`src/rtl/mc_pkg.sv`:
```
`default_nettype none
// ============================================================================
// Module  : mc_pkg
// Brief   : Shared encodings for the multicycle main control FSM.
// Rev     : 1.0  initial release
// ============================================================================
package mc_pkg;

  typedef enum logic [3:0] {
    S_IDLE   = 4'd0,
    S_FETCH  = 4'd1,
    S_DECODE = 4'd2,
    S_MEMADR = 4'd3,
    S_MEMRD  = 4'd4,
    S_MEMWB  = 4'd5,
    S_MEMWR  = 4'd6,
    S_EXEC   = 4'd7,
    S_RWB    = 4'd8,
    S_BRANCH = 4'd9,
    S_ADDIEX = 4'd10,
    S_ADDIWB = 4'd11,
    S_JUMP   = 4'd12
  } state_e;

  localparam logic [5:0] OP_RTYPE = 6'd0;
  localparam logic [5:0] OP_LW    = 6'd35;
  localparam logic [5:0] OP_SW    = 6'd43;
  localparam logic [5:0] OP_BEQ   = 6'd4;
  localparam logic [5:0] OP_ADDI  = 6'd8;
  localparam logic [5:0] OP_J     = 6'd2;

  localparam logic [1:0] ALUSRCB_B     = 2'b00;
  localparam logic [1:0] ALUSRCB_FOUR  = 2'b01;
  localparam logic [1:0] ALUSRCB_IMM   = 2'b10;
  localparam logic [1:0] ALUSRCB_IMMSH = 2'b11;

  localparam logic [1:0] PCSRC_ALU    = 2'b00;
  localparam logic [1:0] PCSRC_ALUOUT = 2'b01;
  localparam logic [1:0] PCSRC_JUMP   = 2'b10;

  localparam logic [1:0] ALUOP_ADD  = 2'b00;
  localparam logic [1:0] ALUOP_SUB  = 2'b01;
  localparam logic [1:0] ALUOP_FUNC = 2'b10;

  typedef struct packed {
    logic       pcwrite;
    logic       pcwritecond;
    logic       iord;
    logic       memread;
    logic       memwrite;
    logic       irwrite;
    logic       memtoreg;
    logic       regdst;
    logic       regwrite;
    logic       alusrca;
    logic [1:0] alusrcb;
    logic [1:0] pcsource;
    logic [1:0] aluop;
    logic       illegal;
  } ctrl_t;

  function automatic logic op_known(input logic [5:0] op);
    return (op == OP_RTYPE) || (op == OP_LW) || (op == OP_SW) ||
           (op == OP_BEQ) || (op == OP_ADDI) || (op == OP_J);
  endfunction

endpackage
`default_nettype wire

```
`src/rtl/mc_main_control_if.sv`:
```
`default_nettype none
// ============================================================================
// Module  : mc_main_control_if
// Brief   : Control-to-datapath bundle: opcode/ready in, enables/selects out.
// Rev     : 1.0  initial release
// ============================================================================
interface mc_main_control_if;
  logic [5:0] op;
  logic       mem_ready;
  logic       pcwrite;
  logic       pcwritecond;
  logic       iord;
  logic       memread;
  logic       memwrite;
  logic       irwrite;
  logic       memtoreg;
  logic       regdst;
  logic       regwrite;
  logic       alusrca;
  logic [1:0] alusrcb;
  logic [1:0] pcsource;
  logic       aluop1;
  logic       aluop0;
  logic       illegal;

  modport master (
    input  op, mem_ready,
    output pcwrite, pcwritecond, iord, memread, memwrite, irwrite,
           memtoreg, regdst, regwrite, alusrca, alusrcb, pcsource,
           aluop1, aluop0, illegal
  );

  modport slave (
    output op, mem_ready,
    input  pcwrite, pcwritecond, iord, memread, memwrite, irwrite,
           memtoreg, regdst, regwrite, alusrca, alusrcb, pcsource,
           aluop1, aluop0, illegal
  );
endinterface
`default_nettype wire

```
`src/rtl/mc_ctrl_decode.sv`:
```
`default_nettype none
// ============================================================================
// Module  : mc_ctrl_decode
// Brief   : Combinational state-to-control output table.
// Rev     : 1.0  initial release
// ============================================================================
module mc_ctrl_decode
  import mc_pkg::*;
(
  input  state_e     state_i,
  input  logic [5:0] op_i,
  input  logic       mem_ready_i,
  output ctrl_t      ctrl_o
);

  always_comb begin
    ctrl_o = '0;
    case (state_i)
      S_FETCH: begin
        // IR and PC only advance once the instruction word has actually arrived
        ctrl_o.memread  = 1'b1;
        ctrl_o.alusrcb  = ALUSRCB_FOUR;
        ctrl_o.pcsource = PCSRC_ALU;
        ctrl_o.aluop    = ALUOP_ADD;
        ctrl_o.irwrite  = mem_ready_i;
        ctrl_o.pcwrite  = mem_ready_i;
      end
      S_DECODE: begin
        ctrl_o.alusrcb = ALUSRCB_IMMSH;
        ctrl_o.aluop   = ALUOP_ADD;
        ctrl_o.illegal = !op_known(op_i);
      end
      S_MEMADR, S_ADDIEX: begin
        ctrl_o.alusrca = 1'b1;
        ctrl_o.alusrcb = ALUSRCB_IMM;
        ctrl_o.aluop   = ALUOP_ADD;
      end
      S_MEMRD: begin
        ctrl_o.memread = 1'b1;
        ctrl_o.iord    = 1'b1;
      end
      S_MEMWB: begin
        ctrl_o.regwrite = 1'b1;
        ctrl_o.memtoreg = 1'b1;
      end
      S_MEMWR: begin
        ctrl_o.memwrite = 1'b1;
        ctrl_o.iord     = 1'b1;
      end
      S_EXEC: begin
        ctrl_o.alusrca = 1'b1;
        ctrl_o.alusrcb = ALUSRCB_B;
        ctrl_o.aluop   = ALUOP_FUNC;
      end
      S_RWB: begin
        ctrl_o.regwrite = 1'b1;
        ctrl_o.regdst   = 1'b1;
      end
      S_BRANCH: begin
        ctrl_o.alusrca     = 1'b1;
        ctrl_o.alusrcb     = ALUSRCB_B;
        ctrl_o.aluop       = ALUOP_SUB;
        ctrl_o.pcwritecond = 1'b1;
        ctrl_o.pcsource    = PCSRC_ALUOUT;
      end
      S_ADDIWB: begin
        ctrl_o.regwrite = 1'b1;
      end
      S_JUMP: begin
        ctrl_o.pcwrite  = 1'b1;
        ctrl_o.pcsource = PCSRC_JUMP;
      end
      default: ctrl_o = '0;
    endcase
  end

endmodule
`default_nettype wire

```
`src/rtl/mc_main_control.sv`:
```
`default_nettype none
// ============================================================================
// Module  : mc_main_control
// Brief   : Multicycle main control FSM with memory ready handshake.
// Rev     : 1.0  initial release
// ============================================================================
module mc_main_control
  import mc_pkg::*;
(
  input  logic                      clk,
  input  logic                      reset_n,
  mc_main_control_if.master         bus
);

  state_e state_q;
  state_e state_d;
  ctrl_t  w_ctrl;

  always_ff @(posedge clk or negedge reset_n) begin
    if (!reset_n) state_q <= S_IDLE;
    else          state_q <= state_d;
  end

  always_comb begin
    state_d = state_q;
    case (state_q)
      S_IDLE:   state_d = S_FETCH;
      S_FETCH:  if (bus.mem_ready) state_d = S_DECODE;
      S_DECODE: begin
        case (bus.op)
          OP_LW, OP_SW: state_d = S_MEMADR;
          OP_RTYPE:     state_d = S_EXEC;
          OP_BEQ:       state_d = S_BRANCH;
          OP_ADDI:      state_d = S_ADDIEX;
          OP_J:         state_d = S_JUMP;
          default:      state_d = S_FETCH;
        endcase
      end
      S_MEMADR: begin
        // A non-memory opcode here can only come from a corrupted IR; recover via fetch
        if      (bus.op == OP_LW) state_d = S_MEMRD;
        else if (bus.op == OP_SW) state_d = S_MEMWR;
        else                      state_d = S_FETCH;
      end
      S_MEMRD:  if (bus.mem_ready) state_d = S_MEMWB;
      S_MEMWB:  state_d = S_FETCH;
      S_MEMWR:  if (bus.mem_ready) state_d = S_FETCH;
      S_EXEC:   state_d = S_RWB;
      S_RWB:    state_d = S_FETCH;
      S_BRANCH: state_d = S_FETCH;
      S_ADDIEX: state_d = S_ADDIWB;
      S_ADDIWB: state_d = S_FETCH;
      S_JUMP:   state_d = S_FETCH;
      default:  state_d = S_IDLE;
    endcase
  end

  mc_ctrl_decode u_decode (
    .state_i     (state_q),
    .op_i        (bus.op),
    .mem_ready_i (bus.mem_ready),
    .ctrl_o      (w_ctrl)
  );

  assign bus.pcwrite     = w_ctrl.pcwrite;
  assign bus.pcwritecond = w_ctrl.pcwritecond;
  assign bus.iord        = w_ctrl.iord;
  assign bus.memread     = w_ctrl.memread;
  assign bus.memwrite    = w_ctrl.memwrite;
  assign bus.irwrite     = w_ctrl.irwrite;
  assign bus.memtoreg    = w_ctrl.memtoreg;
  assign bus.regdst      = w_ctrl.regdst;
  assign bus.regwrite    = w_ctrl.regwrite;
  assign bus.alusrca     = w_ctrl.alusrca;
  assign bus.alusrcb     = w_ctrl.alusrcb;
  assign bus.pcsource    = w_ctrl.pcsource;
  assign bus.aluop1      = w_ctrl.aluop[1];
  assign bus.aluop0      = w_ctrl.aluop[0];
  assign bus.illegal     = w_ctrl.illegal;

endmodule
`default_nettype wire

```
`src/flat_wrapper.sv`:
```
// flat-port wrapper written by rule: the top's interface ports become plain ports
module mc_main_control_flat import mc_pkg::*;
  (clk, reset_n, bus_op, bus_mem_ready, bus_pcwrite, bus_pcwritecond, bus_iord, bus_memread, bus_memwrite, bus_irwrite, bus_memtoreg, bus_regdst, bus_regwrite, bus_alusrca, bus_alusrcb, bus_pcsource, bus_aluop1, bus_aluop0, bus_illegal);
  mc_main_control_if bus_i ();
  input  logic clk;
  input  logic reset_n;
  input wire logic [$bits(bus_i.op)-1:0] bus_op;
  input wire logic [$bits(bus_i.mem_ready)-1:0] bus_mem_ready;
  output wire logic [$bits(bus_i.pcwrite)-1:0] bus_pcwrite;
  output wire logic [$bits(bus_i.pcwritecond)-1:0] bus_pcwritecond;
  output wire logic [$bits(bus_i.iord)-1:0] bus_iord;
  output wire logic [$bits(bus_i.memread)-1:0] bus_memread;
  output wire logic [$bits(bus_i.memwrite)-1:0] bus_memwrite;
  output wire logic [$bits(bus_i.irwrite)-1:0] bus_irwrite;
  output wire logic [$bits(bus_i.memtoreg)-1:0] bus_memtoreg;
  output wire logic [$bits(bus_i.regdst)-1:0] bus_regdst;
  output wire logic [$bits(bus_i.regwrite)-1:0] bus_regwrite;
  output wire logic [$bits(bus_i.alusrca)-1:0] bus_alusrca;
  output wire logic [$bits(bus_i.alusrcb)-1:0] bus_alusrcb;
  output wire logic [$bits(bus_i.pcsource)-1:0] bus_pcsource;
  output wire logic [$bits(bus_i.aluop1)-1:0] bus_aluop1;
  output wire logic [$bits(bus_i.aluop0)-1:0] bus_aluop0;
  output wire logic [$bits(bus_i.illegal)-1:0] bus_illegal;
  assign bus_i.op = bus_op;
  assign bus_i.mem_ready = bus_mem_ready;
  assign bus_pcwrite = bus_i.pcwrite;
  assign bus_pcwritecond = bus_i.pcwritecond;
  assign bus_iord = bus_i.iord;
  assign bus_memread = bus_i.memread;
  assign bus_memwrite = bus_i.memwrite;
  assign bus_irwrite = bus_i.irwrite;
  assign bus_memtoreg = bus_i.memtoreg;
  assign bus_regdst = bus_i.regdst;
  assign bus_regwrite = bus_i.regwrite;
  assign bus_alusrca = bus_i.alusrca;
  assign bus_alusrcb = bus_i.alusrcb;
  assign bus_pcsource = bus_i.pcsource;
  assign bus_aluop1 = bus_i.aluop1;
  assign bus_aluop0 = bus_i.aluop0;
  assign bus_illegal = bus_i.illegal;
  mc_main_control u_core (.clk(clk), .reset_n(reset_n), .bus(bus_i));
endmodule
```
`config.mk`:
```
export PLATFORM = sky130hd
export DESIGN_NAME = mc_main_control_flat
export DESIGN_NICKNAME = d
export VERILOG_FILES = /design/src/rtl/mc_pkg.sv /design/src/rtl/mc_main_control_if.sv /design/src/rtl/mc_ctrl_decode.sv /design/src/rtl/mc_main_control.sv /design/src/flat_wrapper.sv
export SDC_FILE = /design/constraint.sdc
export NUM_CORES = 1
export LEC_CHECK = 0
export ABC_AREA = 1
export CORE_AREA = 2 2 42 44
export CTS_CLUSTER_SIZE = 40
export DETAILED_ROUTE_END_ITERATION = 12
export DIE_AREA = 0 0 44 46
export GPL_TIMING_DRIVEN = 0
export PLACE_DENSITY = 0.88
export SYNTH_ARGS = -nofsm -noshare
export SYNTH_HDL_FRONTEND = slang
export SYNTH_HIERARCHICAL = 1
export SYNTH_SLANG_ARGS = --single-unit
```
`constraint.sdc`:
```
create_clock -name clk -period 2.38 [get_ports clk]
set_clock_uncertainty 0.1 [all_clocks]
set_input_delay 0.357 -clock clk [delete_from_list [all_inputs] [get_ports clk]]
set_output_delay 0.357 -clock clk [all_outputs]
set_load 0.005 [all_outputs]
```
==> results_dict.tcl <==
set metrics [dict create \
    run_status "complete, no violations" \
    ys_ff_latch 4 \
    finalMaxSlewViolations 0 \
    fin_total_pwr_mw 0.7152 \
    clk_root_buffer_cell "sky130_fd_sc_hd__clkbuf_4" \
    final_wtd_congestion 0.8896 \
    fillerInstances 158 \
    cts_tree "done" \
    wl_met2_um 1002 \
    max_incr_delay_on_cp_ps 620 \
    power_density_nw_per_um2 767.3 \
    area_growth_syn_to_layout_pct 46.37 \
    htree_num_levels 1 \
    grt_first_pass_wirelength_um 2918 \
    largest_net_degree_at_the_start_of_global_routing 12 \
    synth-seq-area-share 0.1572 \
    chipHeight_um 46 \
    rows 15 \
    grtUsageTotal 0.1889 \
    p_sw_mw 0.3455 \
    internal_power_mw 0.3697 \
    insertedDiodeCount 0 \
    final_antenna_net_count 0 \
    layout_commonest_cell "sky130_fd_sc_hd__nand2_1" \
    power.static_leakage_nw 0.4720 \
    regMostFlops "u_core/state_q" \
    worstSetupEndpointType "output port" \
    p_comb_frac 0.680 \
    worst_relative_slew_slack 0.7528 \
    final_min_period_over_clock_period 0.9654 \
    setup_total_negative_slack_ps 0 \
    drv_cap 0 \
    register_area_um2 101.3 \
    synth.avg_cell_area_um2 5.136 \
    port_buffers 25 \
    vias_in_the_first_global_route 729 \
    cts_buffer_depth 2 \
    post_cts_resized 0 \
    post_synth_instance_area_um2 636.9 \
    synthDistinctLibCells 18 \
    share_seq_of_total_power 0.204 \
    core_area_um2 1614 \
    drt_iter0_drc 54 \
    setup_ws_ps 82.35 \
    layout_common_cells "sky130_fd_sc_hd__nand2_1 (38), sky130_fd_sc_hd__clkdlybuf4s50_1 (25), sky130_fd_sc_hd__nor2_1 (21)" \
    critical_path_peak_fanout 7 \
    worst_ir_drop_vdd_uv 384.7 \
    postCtsHoldBufs 0 \
    reg_top3 "u_core/state_q x4" \
    worst_pin_slew_ps 370.8 \
    dp.final_hpwl_um 1490 \
    power.share.switching 0.4830 \
    multi_input_area_um2 439.2 \
    final_period_minus_worst_setup_slack_ps 2298 \
    timing.critical_path.cells "clkdlybuf4s50_1, inv_1, nor2_1, nor2_1, a21oi_1, clkdlybuf4s50_1" \
    clock_latency_ps 230 \
    fmax_mhz 435.2 \
    dieArea_um2 2024 \
    critPathRequiredTime_ps 1920 \
    final_hold_viol_count 0 \
    initial_antenna_violation_count 0 \
    fin_nets 163 \
    postCtsSetupBuffers 0 \
    grt_setup_unrepaired "no" \
    clk_pin_slew_worst_paths_ps 40 \
    timing.critical_path.buf_inv 3 \
    drt-pass1-iter-count 4 \
    routed_wirelength_um 1870 \
    postSynthCellCount 124 \
    routed_wire_length_per_instance_um 11.07 \
    largest_register_ff_count 4 \
    wirelength_met1_um 721 \
    dpl_worst_slack_ps 94.59 \
    yosysWarnings 6 \
    path_class "in -> out" \
    overflow 0 \
    worst_path_max_delay_cell "sky130_fd_sc_hd__clkdlybuf4s50_1" \
    via_count 904 \
    setup.worst_path.start_class "input pin" \
    worst_hold_path_type "in -> async" \
    count_of_boundary_i_o_pins 26 \
    report.final.setup_viol 0 \
    maxUsedRoutingLayer "met4" \
    post_route_cells_drive_above_1_share 0.1579 \
    power.clock.fraction 0.116 \
    critical_path.top_delay_family "buffers and inverters" \
    dr_drc_count 0 \
    initial_core_utilization 0.3946 \
    clock_sinks 4 \
    wl_met3_um 106 \
    cts_made_buffers 3 \
    dieWidth_um 44 \
    postSynthNetCount 133 \
    post_drt_via_cell_ratio 5.349 \
    arrival_ps 1840 \
]
[per-stage QoR]
step,area [um2],util,std cells,hold WS [ps]
6_report,932.1,0.5775,169,224.1
5_1_grt,932.1,0.5775,169,229.2
4_1_cts,930.9,0.5767,169,221.9
3_5_place_dp,908.4,0.5628,166,470.1
3_3_place_gp,908.4,0.5628,166,465.9
2_1_floorplan,636.9,-,124,-38.59
[power groups by stage]
stage | logic (mW) | registers (mW) | clock network, mW
2_1_floorplan | 0.285 | 0.129 | 0
3_3_place_gp | 0.461 | 0.141 | 0
3_5_place_dp | 0.480 | 0.144 | 0
4_1_cts | 0.483 | 0.143 | 0.0868
5_1_grt | 0.533 | 0.152 | 0.0903
6_report | 0.486 | 0.146 | 0.0831
[cell usage after synthesis]
cell,count,share of area
sky130_fd_sc_hd__nand3b_1,1,0.012
sky130_fd_sc_hd__nand2_2,2,0.020
sky130_fd_sc_hd__buf_4,2,0.024
sky130_fd_sc_hd__o22ai_1,1,0.0098
sky130_fd_sc_hd__nor2_4,2,0.035
sky130_fd_sc_hd__nor3_1,2,0.016
sky130_fd_sc_hd__inv_1,15,0.088
sky130_fd_sc_hd__a31oi_1,1,0.0098
sky130_fd_sc_hd__nand2_1,38,0.22
sky130_fd_sc_hd__a21oi_1,3,0.024
sky130_fd_sc_hd__o21ai_0,2,0.016
sky130_fd_sc_hd__nand3_1,14,0.11
sky130_fd_sc_hd__nor2_1,21,0.12
sky130_fd_sc_hd__dfrtp_1,4,0.16
sky130_fd_sc_hd__inv_2,7,0.041
sky130_fd_sc_hd__o21bai_1,1,0.012
sky130_fd_sc_hd__nand4_1,1,0.0098
sky130_fd_sc_hd__nor2_2,7,0.069
[kinds of logic after synthesis]
family,after synthesis,share of synthesized area
simple gates,88,0.6189
buf+inv,24,0.1532
flops,4,0.1572
compound gates,8,0.07074
[worst paths after layout]
| check | startpoint | to | slack, ps | cells past startpoint |
|---|---|---|---|---|
| min reg2reg | u_core/state_q[1]$_DFFE_PN0P_ | u_core/state_q[1]$_DFFE_PN0P_ | 530 | 2 |
| max reg2reg | u_core/state_q[0]$_DFFE_PN0P_ | u_core/state_q[0]$_DFFE_PN0P_ | 960 | 7 |
| min | reset_n | u_core/state_q[3]$_DFFE_PN0P_ | 220 | 1 |
| max in group asynchronous | reset_n | u_core/state_q[1]$_DFFE_PN0P_ | 1780 | 1 |
| max | bus_op[2] | bus_illegal | 80 | 6 |
| min in group clk | u_core/state_q[1]$_DFFE_PN0P_ | u_core/state_q[1]$_DFFE_PN0P_ | 530 | 2 |
[final cells by class]
class / instances / area share
clock buffer: 3 / 0.02416
sequential: 4 / 0.1087
inverter: 22 / 0.08859
buffer: 2 / 0.01611
multi-input combinational: 96 / 0.4711
tap: 17 / 0.02282
timing repair buffer: 25 / 0.2685
[metal layers]
| layer | vias up | global-route usage |
|---|---|---|
| li1 | 440 | - |
| met1 | 410 | 0.2167 |
| met2 | 44 | 0.3559 |
| met3 | 10 | 0.01587 |
| met4 | 0 | 0.07879 |
| met5 | - | 0 |
[worst reg2reg max path, cell delays in order (launching register included)]
cell and delay (ps):
sky130_fd_sc_hd__dfrtp_1 500, sky130_fd_sc_hd__inv_2 160, sky130_fd_sc_hd__nand2_1 90, sky130_fd_sc_hd__nor2_2 150, sky130_fd_sc_hd__nand3_1 120, sky130_fd_sc_hd__nand3_1 120, sky130_fd_sc_hd__nand2_1 70, sky130_fd_sc_hd__nand2_1 50
No activity file was read; power rests on OpenSTA's default activity.
